File: src/rtl/convert_double_to_single_control_system_pkg.sv
// Shared format constants for the extended-single to single narrowing path.
package convert_double_to_single_control_system_pkg;

    localparam int EXTENDED_SINGLE = 43;
    localparam int SINGLE          = 32;

    localparam int EXT_EXP_W = 11;
    localparam int EXT_MAN_W = 31;
    localparam int SGL_EXP_W = 8;
    localparam int SGL_MAN_W = 23;

    localparam int EXT_BIAS = 1023;
    localparam int SGL_BIAS = 127;

    localparam logic [SINGLE-1:0] CANON_NAN = 32'h7FC0_0000;

    typedef enum logic [1:0] {
        CLS_ZERO    = 2'd0,
        CLS_SPECIAL = 2'd1,
        CLS_NORMAL  = 2'd2
    } fp_class_e;

    function automatic fp_class_e classify_exp(input logic [EXT_EXP_W-1:0] exp_in);
        fp_class_e cls;
        if (exp_in == 11'h000) begin
            cls = CLS_ZERO;
        end else if (exp_in == 11'h7FF) begin
            cls = CLS_SPECIAL;
        end else begin
            cls = CLS_NORMAL;
        end
        return cls;
    endfunction

endpackage

File: src/rtl/convert_double_to_single_control_system_fp_round_rne.sv
// Combinational round-to-nearest-even from IN_W to OUT_W mantissa bits.
module fp_round_rne #(
    parameter int IN_W  = 31,
    parameter int OUT_W = 23
) (
    input  logic [IN_W-1:0]  man_i,
    output logic [OUT_W-1:0] man_o,
    output logic             carry_o
);

    localparam int DROP = IN_W - OUT_W;

    logic             lsb_s;
    logic             guard_s;
    logic             sticky_s;
    logic             inc_s;
    logic [OUT_W:0]   sum_s;

    // Ties go to the even neighbour; an all-ones field wraps to zero with carry.
    always_comb begin
        lsb_s    = man_i[DROP];
        guard_s  = man_i[DROP-1];
        sticky_s = |man_i[DROP-2:0];
        inc_s    = guard_s & (sticky_s | lsb_s);
        sum_s    = {1'b0, man_i[IN_W-1 -: OUT_W]} + {{OUT_W{1'b0}}, inc_s};
        man_o    = sum_s[OUT_W-1:0];
        carry_o  = sum_s[OUT_W];
    end

endmodule

File: src/rtl/convert_double_to_single_control_system.sv
// Three-stage extended-single to IEEE single converter with valid tracking.
module convert_double_to_single_control_system
    import convert_double_to_single_control_system_pkg::*;
#(
    parameter int LATENCY   = 3,
    parameter int BIAS_DIFF = EXT_BIAS - SGL_BIAS
) (
    input  logic                       clk,
    input  logic                       rst,
    input  logic                       sta,
    input  logic [EXTENDED_SINGLE-1:0] x,
    output logic [SINGLE-1:0]          y,
    output logic                       done_sig
);

    logic [LATENCY-1:0]    valid_q, valid_d;

    fp_class_e             s1_cls_q, s1_cls_d;
    logic                  s1_sign_q, s1_sign_d;
    logic [EXT_MAN_W-1:0]  s1_man_q, s1_man_d;
    logic signed [11:0]    s1_eb_q, s1_eb_d;

    fp_class_e             s2_cls_q, s2_cls_d;
    logic                  s2_sign_q, s2_sign_d;
    logic                  s2_nan_q, s2_nan_d;
    logic [SGL_MAN_W-1:0]  s2_man_q, s2_man_d;
    logic signed [11:0]    s2_eb_q, s2_eb_d;

    logic [SINGLE-1:0]     s3_y_q, s3_y_d;
    logic [SINGLE-1:0]     y_q, y_d;
    logic                  done_q, done_d;

    logic [EXT_EXP_W-1:0]  exp_in_s;
    logic [SGL_MAN_W-1:0]  rnd_man_s;
    logic                  rnd_carry_s;

    // Stage 1: unpack fields, classify and rebias the exponent.
    always_comb begin
        exp_in_s  = x[EXTENDED_SINGLE-2 -: EXT_EXP_W];
        s1_sign_d = x[EXTENDED_SINGLE-1];
        s1_man_d  = x[EXT_MAN_W-1:0];
        s1_cls_d  = classify_exp(exp_in_s);
        s1_eb_d   = 12'({1'b0, exp_in_s}) - 12'(BIAS_DIFF);
    end

    fp_round_rne #(
        .IN_W  (EXT_MAN_W),
        .OUT_W (SGL_MAN_W)
    ) u_round (
        .man_i   (s1_man_q),
        .man_o   (rnd_man_s),
        .carry_o (rnd_carry_s)
    );

    // Stage 2: round mantissa and fold the rounding carry into the exponent.
    always_comb begin
        s2_cls_d  = s1_cls_q;
        s2_sign_d = s1_sign_q;
        s2_nan_d  = |s1_man_q;
        s2_man_d  = rnd_man_s;
        s2_eb_d   = s1_eb_q + {11'd0, rnd_carry_s};
    end

    // Stage 3: range check and pack; denormal results flush to signed zero.
    always_comb begin
        s3_y_d = 32'h0000_0000;
        case (s2_cls_q)
            CLS_ZERO: begin
                s3_y_d = {s2_sign_q, 31'd0};
            end
            CLS_SPECIAL: begin
                if (s2_nan_q) begin
                    s3_y_d = CANON_NAN;
                end else begin
                    s3_y_d = {s2_sign_q, 8'hFF, 23'd0};
                end
            end
            CLS_NORMAL: begin
                if (s2_eb_q >= 12'sd255) begin
                    s3_y_d = {s2_sign_q, 8'hFF, 23'd0};
                end else if (s2_eb_q <= 12'sd0) begin
                    s3_y_d = {s2_sign_q, 31'd0};
                end else begin
                    s3_y_d = {s2_sign_q, s2_eb_q[7:0], s2_man_q};
                end
            end
            default: begin
                s3_y_d = 32'h0000_0000;
            end
        endcase
    end

    // Output load and valid shift; y holds between results.
    always_comb begin
        valid_d = {valid_q[LATENCY-2:0], sta};
        done_d  = valid_q[LATENCY-1];
        if (valid_q[LATENCY-1]) begin
            y_d = s3_y_q;
        end else begin
            y_d = y_q;
        end
    end

    // Pipeline registers with synchronous reset that also drops a coincident sta.
    always_ff @(posedge clk) begin
        if (rst) begin
            valid_q   <= '0;
            s1_cls_q  <= CLS_ZERO;
            s1_sign_q <= 1'b0;
            s1_man_q  <= '0;
            s1_eb_q   <= 12'sd0;
            s2_cls_q  <= CLS_ZERO;
            s2_sign_q <= 1'b0;
            s2_nan_q  <= 1'b0;
            s2_man_q  <= '0;
            s2_eb_q   <= 12'sd0;
            s3_y_q    <= 32'h0000_0000;
            y_q       <= 32'h0000_0000;
            done_q    <= 1'b0;
        end else begin
            valid_q   <= valid_d;
            s1_cls_q  <= s1_cls_d;
            s1_sign_q <= s1_sign_d;
            s1_man_q  <= s1_man_d;
            s1_eb_q   <= s1_eb_d;
            s2_cls_q  <= s2_cls_d;
            s2_sign_q <= s2_sign_d;
            s2_nan_q  <= s2_nan_d;
            s2_man_q  <= s2_man_d;
            s2_eb_q   <= s2_eb_d;
            s3_y_q    <= s3_y_d;
            y_q       <= y_d;
            done_q    <= done_d;
        end
    end

    assign y        = y_q;
    assign done_sig = done_q;

endmodule

File: config.mk
export PLATFORM = sky130hd
export DESIGN_NAME = convert_double_to_single_control_system
export DESIGN_NICKNAME = d
export VERILOG_FILES = /design/src/rtl/convert_double_to_single_control_system_pkg.sv /design/src/rtl/convert_double_to_single_control_system_fp_round_rne.sv /design/src/rtl/convert_double_to_single_control_system.sv
export SDC_FILE = /design/constraint.sdc
export NUM_CORES = 1
export LEC_CHECK = 0
export CORE_ASPECT_RATIO = 0.9
export CORE_UTILIZATION = 29
export CTS_BUF_LIST = sky130_fd_sc_hd__clkbuf_4
export DETAILED_ROUTE_END_ITERATION = 10
export GPL_TIMING_DRIVEN = 0
export SLEW_MARGIN = 5
export SYNTH_ARGS = -nofsm -noshare
export SYNTH_HDL_FRONTEND = slang
export SYNTH_HIERARCHICAL = 1
export SYNTH_SLANG_ARGS = --single-unit
File: constraint.sdc
create_clock -name clk -period 5.2 [get_ports clk]
set_input_delay 1.04 -clock clk [delete_from_list [all_inputs] [get_ports clk]]
set_output_delay 1.04 -clock clk [all_outputs]
set_load 0.02 [all_outputs]
; Word-level counts from Yosys, hierarchy flattened
; Cells that the tools add are included.
; W data, S select, Z words.
[classes]
order_cmp = 2
addsub = 3
n_mux = 5
bitwise = 2
reduce_logical = 5
eq_ne = 3
[op_table]
columns = cell, count
row1 = $pmux W32 S3, 1
row2 = $mux W31, 2
row3 = $mux W32, 1
row4 = $reduce_or A31 Y1, 1
row5 = $add A23 B1 Y24, 1
row6 = $add A12 B1 Y12, 1
row7 = $ge A12 B9 Y1 const B, 1
row8 = $le A12 B1 Y1 const B, 1
row9 = $sub A11 B10 Y12 const B, 1
row10 = $eq A11 B11 Y1 const B, 1
row11 = $logic_not A11 Y1, 1
row12 = $reduce_or A7 Y1, 1
row13 = $eq A2 B1 Y1 const B, 1
row14 = $eq A2 B2 Y1 const B, 1
row15 = $logic_not A2 Y1, 1
row16 = $mux W2, 1
row17 = $reduce_or A2 Y1, 1
row18 = $and A1 B1 Y1, 1
row19 = $or A1 B1 Y1, 1
[word_totals]
in_bits = 46
elab_cells = 33
register_bits = 153

; Logic depth before layout (Yosys ltp)
; Gate-level depths: netlist of the first run.
[depth]
word_depth = 5
depth_mapped = 9
depth_no_buf = 9

; Cells and area by module
; Netlist of the first run, hierarchy kept.
[by_module_without_submodules]
columns = mod, seq_area_each_um2, area_per_inst_um2, cells_each, instances
row1 = convert_double_to_single_control_system, 3062.9, 5014.8, 457, 1
row2 = fp_round_rne, 0.0, 511.7, 74, 1

; Worst setup path after synthesis of the first run
; Ideal clock, no wire load.
[synth_timing]
path_kind = register -> register
startpoint = reg s1_man_q[10]
endpoint = reg s2_eb_q[8]
slack_ns = 2.942
path_buffers = 0
arrival_time_ns = 2.187
setup_ns = 0.070
period_less_slack_ns = 2.258
path_stages_with_launch = 10
cell_sequence = dfxtp_1 nand4_2 nor2_1 nand3_1 nor4_1 ha_1 ha_1 nand2_1 or4_1 a21oi_1
[synth_via]
elab_chain_cells = 2
[synth_lines]
columns = element, line
row1 = "start, declared", convert_double_to_single_control_system.sv:20  ; logic [EXT_MAN_W-1:0] s1_man_q, s1_man_d;
row2 = "start signal, assigned", convert_double_to_single_control_system.sv:124  ; s1_man_q <= s1_man_d;
row3 = $add A23 B1 Y24, convert_double_to_single_control_system_fp_round_rne.sv:25  ; sum_s = {1'b0, man_i[IN_W-1 -: OUT_W]} + {{OUT_W{1'b0}}, inc_s};
row4 = net rnd_carry_s, convert_double_to_single_control_system.sv:35  ; logic rnd_carry_s;
row5 = $add A12 B1 Y12, convert_double_to_single_control_system.sv:61  ; s2_eb_d = s1_eb_q + {11'd0, rnd_carry_s};
row6 = "end signal, assigned", convert_double_to_single_control_system.sv:116  ; s2_eb_q <= 12'sd0;
row7 = "end signal, assigned", convert_double_to_single_control_system.sv:130  ; s2_eb_q <= s2_eb_d;
row8 = "end, declared", convert_double_to_single_control_system.sv:27  ; logic signed [11:0] s2_eb_q, s2_eb_d;
; The timed path passes the listed nets, and every way through them passes these cells.
; A chain may end at the register's enable or synchronous reset.

; Final worst setup path of the first run
[layout_timing]
startpoint = in rst
endpoint = reg s1_eb_q[10]
[layout_rtl]
columns = element, line
row1 = "start, declared", convert_double_to_single_control_system.sv:9  ; input logic rst,
row2 = "end signal, assigned", convert_double_to_single_control_system.sv:111  ; s1_eb_q <= 12'sd0;
row3 = "end signal, assigned", convert_double_to_single_control_system.sv:125  ; s1_eb_q <= s1_eb_d;
row4 = "end, declared", convert_double_to_single_control_system.sv:21  ; logic signed [11:0] s1_eb_q, s1_eb_d;
; No word-level cell between the ends.

==> results of run 1 <==
[area by class of cell]
class	instances	area [µm²]
Sequential cell	153	3060
Tap cell	245	307
Timing Repair Buffer	78	781
Antenna cell	1	2.50
Inverter	29	109
Multi-Input combinational cell	324	2230
Clock buffer	17	128
Buffer	25	129
Fill cell	1808	11600
Clock inverter	15	140
[synthesized netlist by cell type (all sizes together), types with 2 or more instances]
library cell	number
dfxtp	153
nor2b	74
nor2	45
mux2i	32
inv	29
nor3	28
xnor2	16
nand3	15
a21oi	14
buf	14
nor4	13
o21ai	13
nand2	12
clkbuf	11
or4	10
xor2	10
nand4	9
and3	5
o31ai	5
ha	4
and2	2
nor3b	2
or3	2
[routing by layer]
metal	share of wire, %	GRT usage (%)	wire, µm	vias to the layer above
li1	-	-	-	1975
met1	49	14.9	5380	1720
met2	45	19.2	4950	91
met3	4.8	3.76	538	16
met4	2.0	5.56	220	0
met5	0	0	0	-
[cells by family (layout without fill, tap and decap cells)]
logic type | after synthesis | count (layout) | share of synthesized area (%)
buffers and inverters | 54 | 164 | 4.30
multiplexers | 33 | 33 | 6.00
adder cells (fa/ha/maj) | 4 | 4 | 0.906
XOR/XNOR | 26 | 26 | 4.12
AO/OA/AOI/OAI | 37 | 37 | 4.12
AND/OR/NAND/NOR | 224 | 224 | 25.1
flip-flops | 153 | 153 | 55.4
other | 0 | 1 | 0
[power breakdown]
group | internal, mW | switching (mW) | leakage (nW)
registers | 1.21 | 0.0276 | 1.25
logic | 0.0775 | 0.0687 | 1.03
clock network | 0.247 | 0.428 | 0.144
total | 1.53 | 0.524 | 2.42
[final timing paths]
check / to / slack, ps / cells past startpoint
min reg2reg: s3_y_q[17] / 420 / 2
max reg2reg: s2_eb_q[10] / 2490 / 9
min: s3_y_q[17] / 420 / 2
max: s1_eb_q[10] / 2380 / 5
[registers in the layout (all words and copies together) (netlist names)]
| register | cells |
|---|---|
| s1_man_q | 31 |
| s1_eb_q | 12 |
| s2_nan_q | 1 |
| valid_q | 3 |
| s2_man_q | 23 |
| s2_sign_q | 1 |
| s1_cls_q | 2 |
| s2_cls_q | 2 |
| s2_eb_q | 12 |
| done_sig | 1 |
| y | 32 |
| s1_sign_q | 1 |
| s3_y_q | 32 |
[critical path, cell delays in order]
cell	delay (ps)
clkdlybuf4s50_1	530
clkbuf_1	460
buf_1	530
buf_1	560
nor2_1	100
[per-stage QoR]
step                      total power, mW  util [%]  hold slack [ps]  setup WS, ps
after floorplan                      1.34         -              401          2940
after global placement               1.41      35.7              416          1740
after detailed placement             1.41      35.7              420          1710
after CTS                            2.08      37.1              422          2320
after global routing                 2.16      37.2              428          2210
final                                2.06      37.2              417          2380
[layout by cell type, fill, tap and decap left out, types with 3 or more instances in the layout]
cell | synthesis | final
dfxtp_1 | 153 | 153
nor3_1 | 6 | 6
xnor2_1 | 16 | 16
clkdlybuf4s50_1 | 0 | 78
nor2b_1 | 74 | 74
nand3_1 | 15 | 15
a21oi_1 | 14 | 14
or4_1 | 7 | 7
xor2_1 | 10 | 10
nor3_2 | 22 | 22
or4_4 | 3 | 3
nand4_1 | 6 | 6
ha_1 | 4 | 4
nor4_1 | 13 | 13
buf_6 | 3 | 3
o21ai_0 | 12 | 12
buf_1 | 5 | 5
o31ai_1 | 5 | 5
clkbuf_4 | 0 | 17
inv_1 | 29 | 29
nand2_1 | 12 | 12
inv_6 | 0 | 6
and3_1 | 4 | 4
buf_2 | 4 | 4
nor2_1 | 45 | 45
clkbuf_1 | 11 | 11
mux2i_1 | 32 | 32
==> impl_metrics.csv, run 1 <==
group,metric,value,unit
yosys,synth_top_area_cell,"dfxtp_1",
critical_path,crit_arrival,3230,ps
critical_path,crit_type,"input pin to flip-flop",
die,dieWidth,148,µm
critical_path,critPathCaptureType,"flip-flop",
timing,min_period,2820,ps
detailed_routing,dr.pass1.iters,5,
critical_path,crit_required,5600,ps
clock_network,cts_hold_buffers,0,
detailed_routing,avgRoutedWirePerCell,12.5,µm
clock_network,clkLatencyLatePin,550,ps
clock_network,clk_pin_slew,130,ps
grt,grt_pass1_wl,18600,µm
placed_design,placedCellCount,854,
clock_network,root_buffer,"clkbuf_4",
layout,drive_above_1_share,11.7,%
min_path,worstHoldStart,"s2_man_q[17]",
yosys,synth_edf_count,0,
timing,period_share,54.3,%
yosys,netlist_area,5530,µm²
power,power.leakage,2.42,nW
yosys,yosysSeqAreaShare,55.4,%
placed_design,place_congestion,0.820,
layout,fin_area,6880,µm²
detailed_routing,drt_wl_total,11100,µm
layout,nNetsFinal,678,
clock_network,cts_resized,0,
timing,slew-limit-headroom,57.7,%
placed_design,port_buffers,78,
critical_path,rr_startpoint,"s1_man_q[10]",
clock_network,cts_tree,"done",
yosys,synth_flop_cell,"dfxtp_1",
layout,syn_to_final_growth,24.6,%
timing,setup_tns,0,ps
clock_network,cts_htree_levels,4,
yosys,syn_inst,531,
placed_design,dp_hpwl,8790,µm
timing,worst_slew_pin_slew,634,ps
critical_path,startpoint,"rst",
run_status,status,"completed",
yosys,synth_nets,581,
detailed_routing,vias,3802,
power,vdd_ir_drop_max,0.000124,V
timing,fmax,354,MHz
timing,setup_viol,0,
yosys,synth_top_area_share,55.4,%
die,rows,47,
grt,grt_max_degree,17,
critical_path,path_max_fanout,10,
die,ios,79,
timing,slew_violations,0,
placed_design,placed_area,6610,µm²
flow_run,cap_violations,0,
detailed_routing,drc,0,
layout,final_cells,887,
detailed_routing,via_per_inst,4.29,
critical_path,cp-start-kind,"input pin",
die,start_util,29.8,%
detailed_routing,drt_iter0_markers,177,
yosys,yosys_warnings,6,
die,die_height,133,µm
yosys,ys_async_sr_fraction,0,%
grt,track_usage,12.1,%
die,core,18500,µm²
timing,rsz0062_at_grt,"false",
yosys,synth.avg_cell_area,10.4,µm²
yosys,synth_cell_types,45,
power,p_per_area,299,nW/µm²
yosys,ys_ff_latch,153,
clock_network,cts_buffer_depth,2,
yosys,synthTopCellsByArea,"dfxtp_1 (55%), nor2b_1 (8.4%), mux2i_1 (5.8%)",
die,dieArea,19600,µm²
grt,overflow,0,
detailed_routing,ant_nets,0,
clock_network,cts.sinks,153,
min_path,hold_path.class,"flip-flop to flip-flop",
clock_network,cts_made_buffers,17,
timing,hold_violations,0,
grt,antenna_found_initial,1,
timing,skew,20.7,ps
grt,grt_pass1_vias,3834,
clock_network,post_cts_buffers,0,
Power figures use the tool's default switching activity.
==> inputs of run 2 (changes only) <==
Clock period 5.2 ns to 2.3 ns, I/O delays scaled along.
==> impl_metrics.csv, run 2 (synthesized netlist as in run 1, its figures left out) <==
group,metric,value,unit
run_status,status,"completed",
detailed_routing,vias,3816,
detailed_routing,dr.pass1.iters,5,
die,start_util,29.8,%
critical_path,rr_startpoint,"s1_man_q[21]",
detailed_routing,route.met3.wl,565,µm
critical_path,worstRegToRegCells,8,
clock_network,clk_pin_slew,130,ps
clock_network,root_buffer,"clkbuf_4",
timing,worst_slew_pin_slew,590,ps
grt,grt_pass1_vias,3928,
critical_path,reg2reg_to,"s2_eb_q[8]",
die,die_height,133,µm
clock_network,cts_htree_levels,4,
min_path,hold_path.class,"flip-flop to flip-flop",
power,power.leakage,2.49,nW
critical_path,crit_required,2780,ps
die,rows,47,
critical_path,crit_type,"flip-flop to flip-flop",
critical_path,cp-start-kind,"flip-flop",
placed_design,place_congestion,0.820,
grt,grt_pass1_wl,19000,µm
power,vdd_ir_drop_max,0.000285,V
grt,overflow,0,
placed_design,placedCellCount,854,
power,p_per_area,662,nW/µm²
power,p_total,4.67,mW
detailed_routing,maxUsedRoutingLayer,"met4",
flow_run,cap_violations,0,
clock_network,cts.sinks,153,
critical_path,path_max_fanout,6,
clock_network,cts_made_buffers,17,
timing,min_period,2250,ps
detailed_routing,avgRoutedWirePerCell,12.9,µm
layout,final_common_cell,"dfxtp_1",
critical_path,crit_arrival,2730,ps
timing,setup_tns,0,ps
die,ios,79,
grt,antenna_found_initial,1,
clock_network,cts_buffer_depth,2,
timing,setup_viol,0,
timing,skew,20.6,ps
layout,syn_to_final_growth,27.8,%
die,dieWidth,148,µm
detailed_routing,via_per_inst,4.27,
detailed_routing,ant_nets,0,
timing,period_share,97.8,%
layout,drive_above_1_share,17.2,%
timing,fmax,445,MHz
critical_path,r2r_slack,50,ps
detailed_routing,drt_wl_total,11500,µm
placed_design,dp_hpwl,8790,µm
clock_network,clkLatencyLatePin,550,ps
layout,nNetsFinal,684,
critical_path,critPathCaptureType,"flip-flop",
die,dieArea,19600,µm²
layout,layout_common_cells,"dfxtp_1 (139), clkdlybuf4s50_1 (78), nor2b_1 (74), nor2_1 (44), mux2i_1 (32)",
timing,hold_violations,0,
placed_design,port_buffers,78,
min_path,worstHoldStart,"s2_man_q[17]",
grt,grt_max_degree,17,
layout,final_cells,893,
detailed_routing,wl_met2,5260,µm
timing,rsz0062_at_grt,"true",
clock_network,cts_hold_buffers,0,
timing,slew-limit-headroom,60.6,%
min_path,hold_depth,2,
timing,slew_violations,0,
clock_network,cts_tree,"done",
detailed_routing,drc,0,
detailed_routing,drt_iter0_markers,164,
die,core,18500,µm²
grt,track_usage,12.4,%
detailed_routing,wl_met1,5410,µm
min_path,min_delay_worst_endpoint,"s3_y_q[17]",
## run 2: changes by cell type in the layout (fill, tap and decap cells not counted), sizes merged
cell and delta:
clkbuf +2, buf +4
## run 2: per-stage QoR
step | hold WS, ps | instance area, µm² | util [%] | setup slack (ps)
finish | 417 | 7060 | 38.1 | 51.3
floorplan | 401 | 5530 | - | 42.1
global placement | 416 | 6610 | 35.7 | -581
detailed placement | 420 | 6610 | 35.7 | -607
CTS | 406 | 7000 | 37.8 | 3.22
global route | 401 | 7060 | 38.1 | -11.1
## run 2: timing repair
item	in CTS	in global routing
setup endpoints to repair	7	16
pin swaps	3	1
setup buffers	5	1
resized for setup	29	11
gates cloned	0	0
hold endpoints to repair	0	0
## run 2: worst max-delay path by stage
stage	startpoint	to	slack, ps	depth (start not counted)
final	s1_man_q[21]	s2_eb_q[8]	50	8
after floorplan	s1_man_q[10]	s2_eb_q[8]	40	9
after global placement	rst	s3_y_q[28]	-580	5
after global routing	s1_man_q[21]	s2_eb_q[8]	-10	8
after detailed placement	rst	y[4]	-610	5
after CTS	rst	s1_eb_q[10]	3	5
## run 2: power breakdown
part | total, mW | leakage, nW | internal [mW] | switching [mW]
registers | 2.80 | 1.26 | 2.73 | 0.0650
clock network | 1.53 | 0.144 | 0.558 | 0.973
logic | 0.344 | 1.08 | 0.182 | 0.162
## run 2: layout make-up
type                       instances  area [µm²]
clock inverter                    15         140
fill                            1793       11500
buffer                            25         131
sequential                       153        3090
inverter                          29         109
timing repair buffer              84         826
tap                              245         307
antenna                            1        2.50
clock buffer                      17         128
multi-input combinational        324        2330
## run 2: critical path, cell delays in order, from the launching register on
cell,delay [ps]
dfxtp_2,370
and3_4,210
nand4_4,130
nor4_4,280
ha_2,260
ha_4,170
nand2_4,70
or4_4,530
a21oi_2,150
## run 2: per-layer routing
layer / up-vias / global-route usage (%)
li1: 1984 / -
met1: 1730 / 14.8
met2: 78 / 20.2
met3: 24 / 3.86
met4: 0 / 6.13
met5: - / 0
==> inputs of run 3 (changes only) <==
Settings changed: RECOVER_POWER set to 25.
==> impl_metrics.csv, run 3 (synthesized netlist as in run 1, its figures left out) <==
group,metric,value,unit
min_path,min_delay_worst_endpoint,"s3_y_q[17]",
layout,drive_above_1_share,16.8,%
critical_path,worstRegToRegCells,8,
layout,nNetsFinal,684,
power,intPower,3.47,mW
critical_path,crit_arrival,2730,ps
power,p_per_area,663,nW/µm²
critical_path,cp-start-kind,"flip-flop",
clock_network,cts_htree_levels,4,
die,rows,47,
die,start_util,29.8,%
clock_network,cts_buffer_depth,2,
power,p_total,4.67,mW
min_path,hold_path.class,"flip-flop to flip-flop",
grt,grt_pass1_vias,3928,
placed_design,place_congestion,0.820,
critical_path,rr_startpoint,"s1_man_q[21]",
placed_design,port_buffers,78,
timing,slew-limit-headroom,42.1,%
min_path,hold_depth,2,
detailed_routing,drt_wl_total,11500,µm
detailed_routing,via_per_inst,4.33,
timing,worst_slew_pin_slew,856,ps
critical_path,crit_required,2780,ps
detailed_routing,dr.pass1.iters,4,
power,power_frac_seq,59.9,%
placed_design,preCtsSetupSlack,-607,ps
grt,antenna_found_initial,1,
critical_path,reg2reg_to,"s2_eb_q[8]",
timing,min_period,2250,ps
placed_design,placed_area,6610,µm²
detailed_routing,avgRoutedWirePerCell,12.9,µm
layout,final_common_cell,"dfxtp_1",
detailed_routing,ant_nets,0,
clock_network,cts_tree,"done",
clock_network,clkLatencyLatePin,550,ps
layout,layout_common_cells,"dfxtp_1 (139), clkdlybuf4s50_1 (77), nor2b_1 (74), nor2_1 (44), mux2i_1 (32)",
die,core,18500,µm²
die,dieWidth,148,µm
grt,grt_max_degree,17,
critical_path,critPathCaptureType,"flip-flop",
grt,track_usage,12.4,%
die,die_height,133,µm
clock_network,clk_pin_slew,130,ps
power,vdd_ir_drop_max,0.000285,V
die,ios,79,
power,clockPowerShare,32.8,%
timing,setup_viol,0,
grt,grt_pass1_wl,19000,µm
die,dieArea,19600,µm²
critical_path,crit_type,"flip-flop to flip-flop",
power,combPwrFrac,7.3,%
detailed_routing,drt_iter0_markers,142,
timing,period_share,97.7,%
timing,setup_tns,0,ps
grt,overflow,0,
power,p_switching,1.20,mW
detailed_routing,vias,3863,
timing,fin_ws,52.4,ps
layout,fin_area,7050,µm²
clock_network,cts.sinks,153,
detailed_routing,drc,0,
placed_design,dp_hpwl,8790,µm
timing,rsz0062_at_grt,"true",
min_path,worstHoldStart,"s2_man_q[17]",
timing,slew_violations,0,
power,power.leakage,2.48,nW
critical_path,path_max_fanout,6,
run_status,status,"completed",
power,switching_share,25.7,%
timing,skew,20.3,ps
timing,fmax,445,MHz
critical_path,r2r_slack,50,ps
timing,hold_violations,0,
clock_network,root_buffer,"clkbuf_4",
layout,syn_to_final_growth,27.5,%
flow_run,cap_violations,0,
clock_network,cts_made_buffers,17,
[run 3: cell types whose count changed in the layout (fill, tap and decap cells not counted)]
cell             previous run  this run
nor4b_1                     0         1
dlygate4sd3_1               0         1
nor3_1                      6         7
nor4b_2                     1         0
buf_4                       8         7
nor3_2                     22        21
clkbuf_2                    2         3
clkdlybuf4s50_1            78        77
[run 3: through the flow]
| step | hold slack [ps] | instances | utilization (%) |
|---|---|---|---|
| floorplan | 401 | 531 | - |
| global placement | 416 | 854 | 35.7 |
| detailed placement | 420 | 854 | 35.7 |
| CTS | 406 | 891 | 37.8 |
| global route | 401 | 893 | 38.0 |
| finish | 418 | 893 | 38.0 |
[run 3: timing repair]
| item | CTS | global route |
|---|---|---|
| gates cloned | 0 | 0 |
| buffers inserted | 5 | 1 |
| resized for setup | 29 | 11 |
| pin swaps | 3 | 1 |
| setup endpoints to repair | 7 | 16 |
| hold buffers | 0 | 0 |
[run 3: power groups by stage]
| stage | logic [mW] | clock network (mW) | registers (mW) |
|---|---|---|---|
| floorplan | 0.199 | 0 | 2.84 |
| global placement | 0.329 | 0 | 2.85 |
| detailed placement | 0.335 | 0 | 2.85 |
| CTS | 0.343 | 1.58 | 2.80 |
| global route | 0.380 | 1.70 | 2.81 |
| finish | 0.342 | 1.53 | 2.80 |
[run 3: worst max path at each step]
stage | end | startpoint | slack (ps) | depth (start not counted)
after floorplan | s2_eb_q[8] | s1_man_q[10] | 40 | 9
after global placement | s3_y_q[28] | rst | -580 | 5
after detailed placement | y[4] | rst | -610 | 5
after CTS | s1_eb_q[10] | rst | 3 | 5
after global routing | s2_eb_q[8] | s1_man_q[21] | -10 | 8
final | s2_eb_q[8] | s1_man_q[21] | 50 | 8
[run 3: area by class of cell]
class                   count  area, µm²
fillers                  1797      11500
flip-flops and latches    153       3090
multi-input cells         324       2320
repair buffers             84        826
well taps                 245        307
clock inverters            15        140
plain buffers              25        129
clock buffers              17        128
inverters                  29        109
diodes                      1       2.50
[run 3: per-layer routing]
layer | track usage [%] | share of wire (%) | vias to the layer above
met4 | 6.13 | 2.4 | 0
met3 | 3.86 | 5.2 | 23
met2 | 20.2 | 45 | 94
met1 | 14.8 | 47 | 1757
met5 | 0 | 0 | -
li1 | - | - | 1989
[run 3: worst max-delay path: stages (launching register included)]
cell	delay [ps]
dfxtp_2	370
and3_4	210
nand4_4	130
nor4_4	280
ha_2	260
ha_4	170
nand2_4	70
or4_4	530
a21oi_2	150
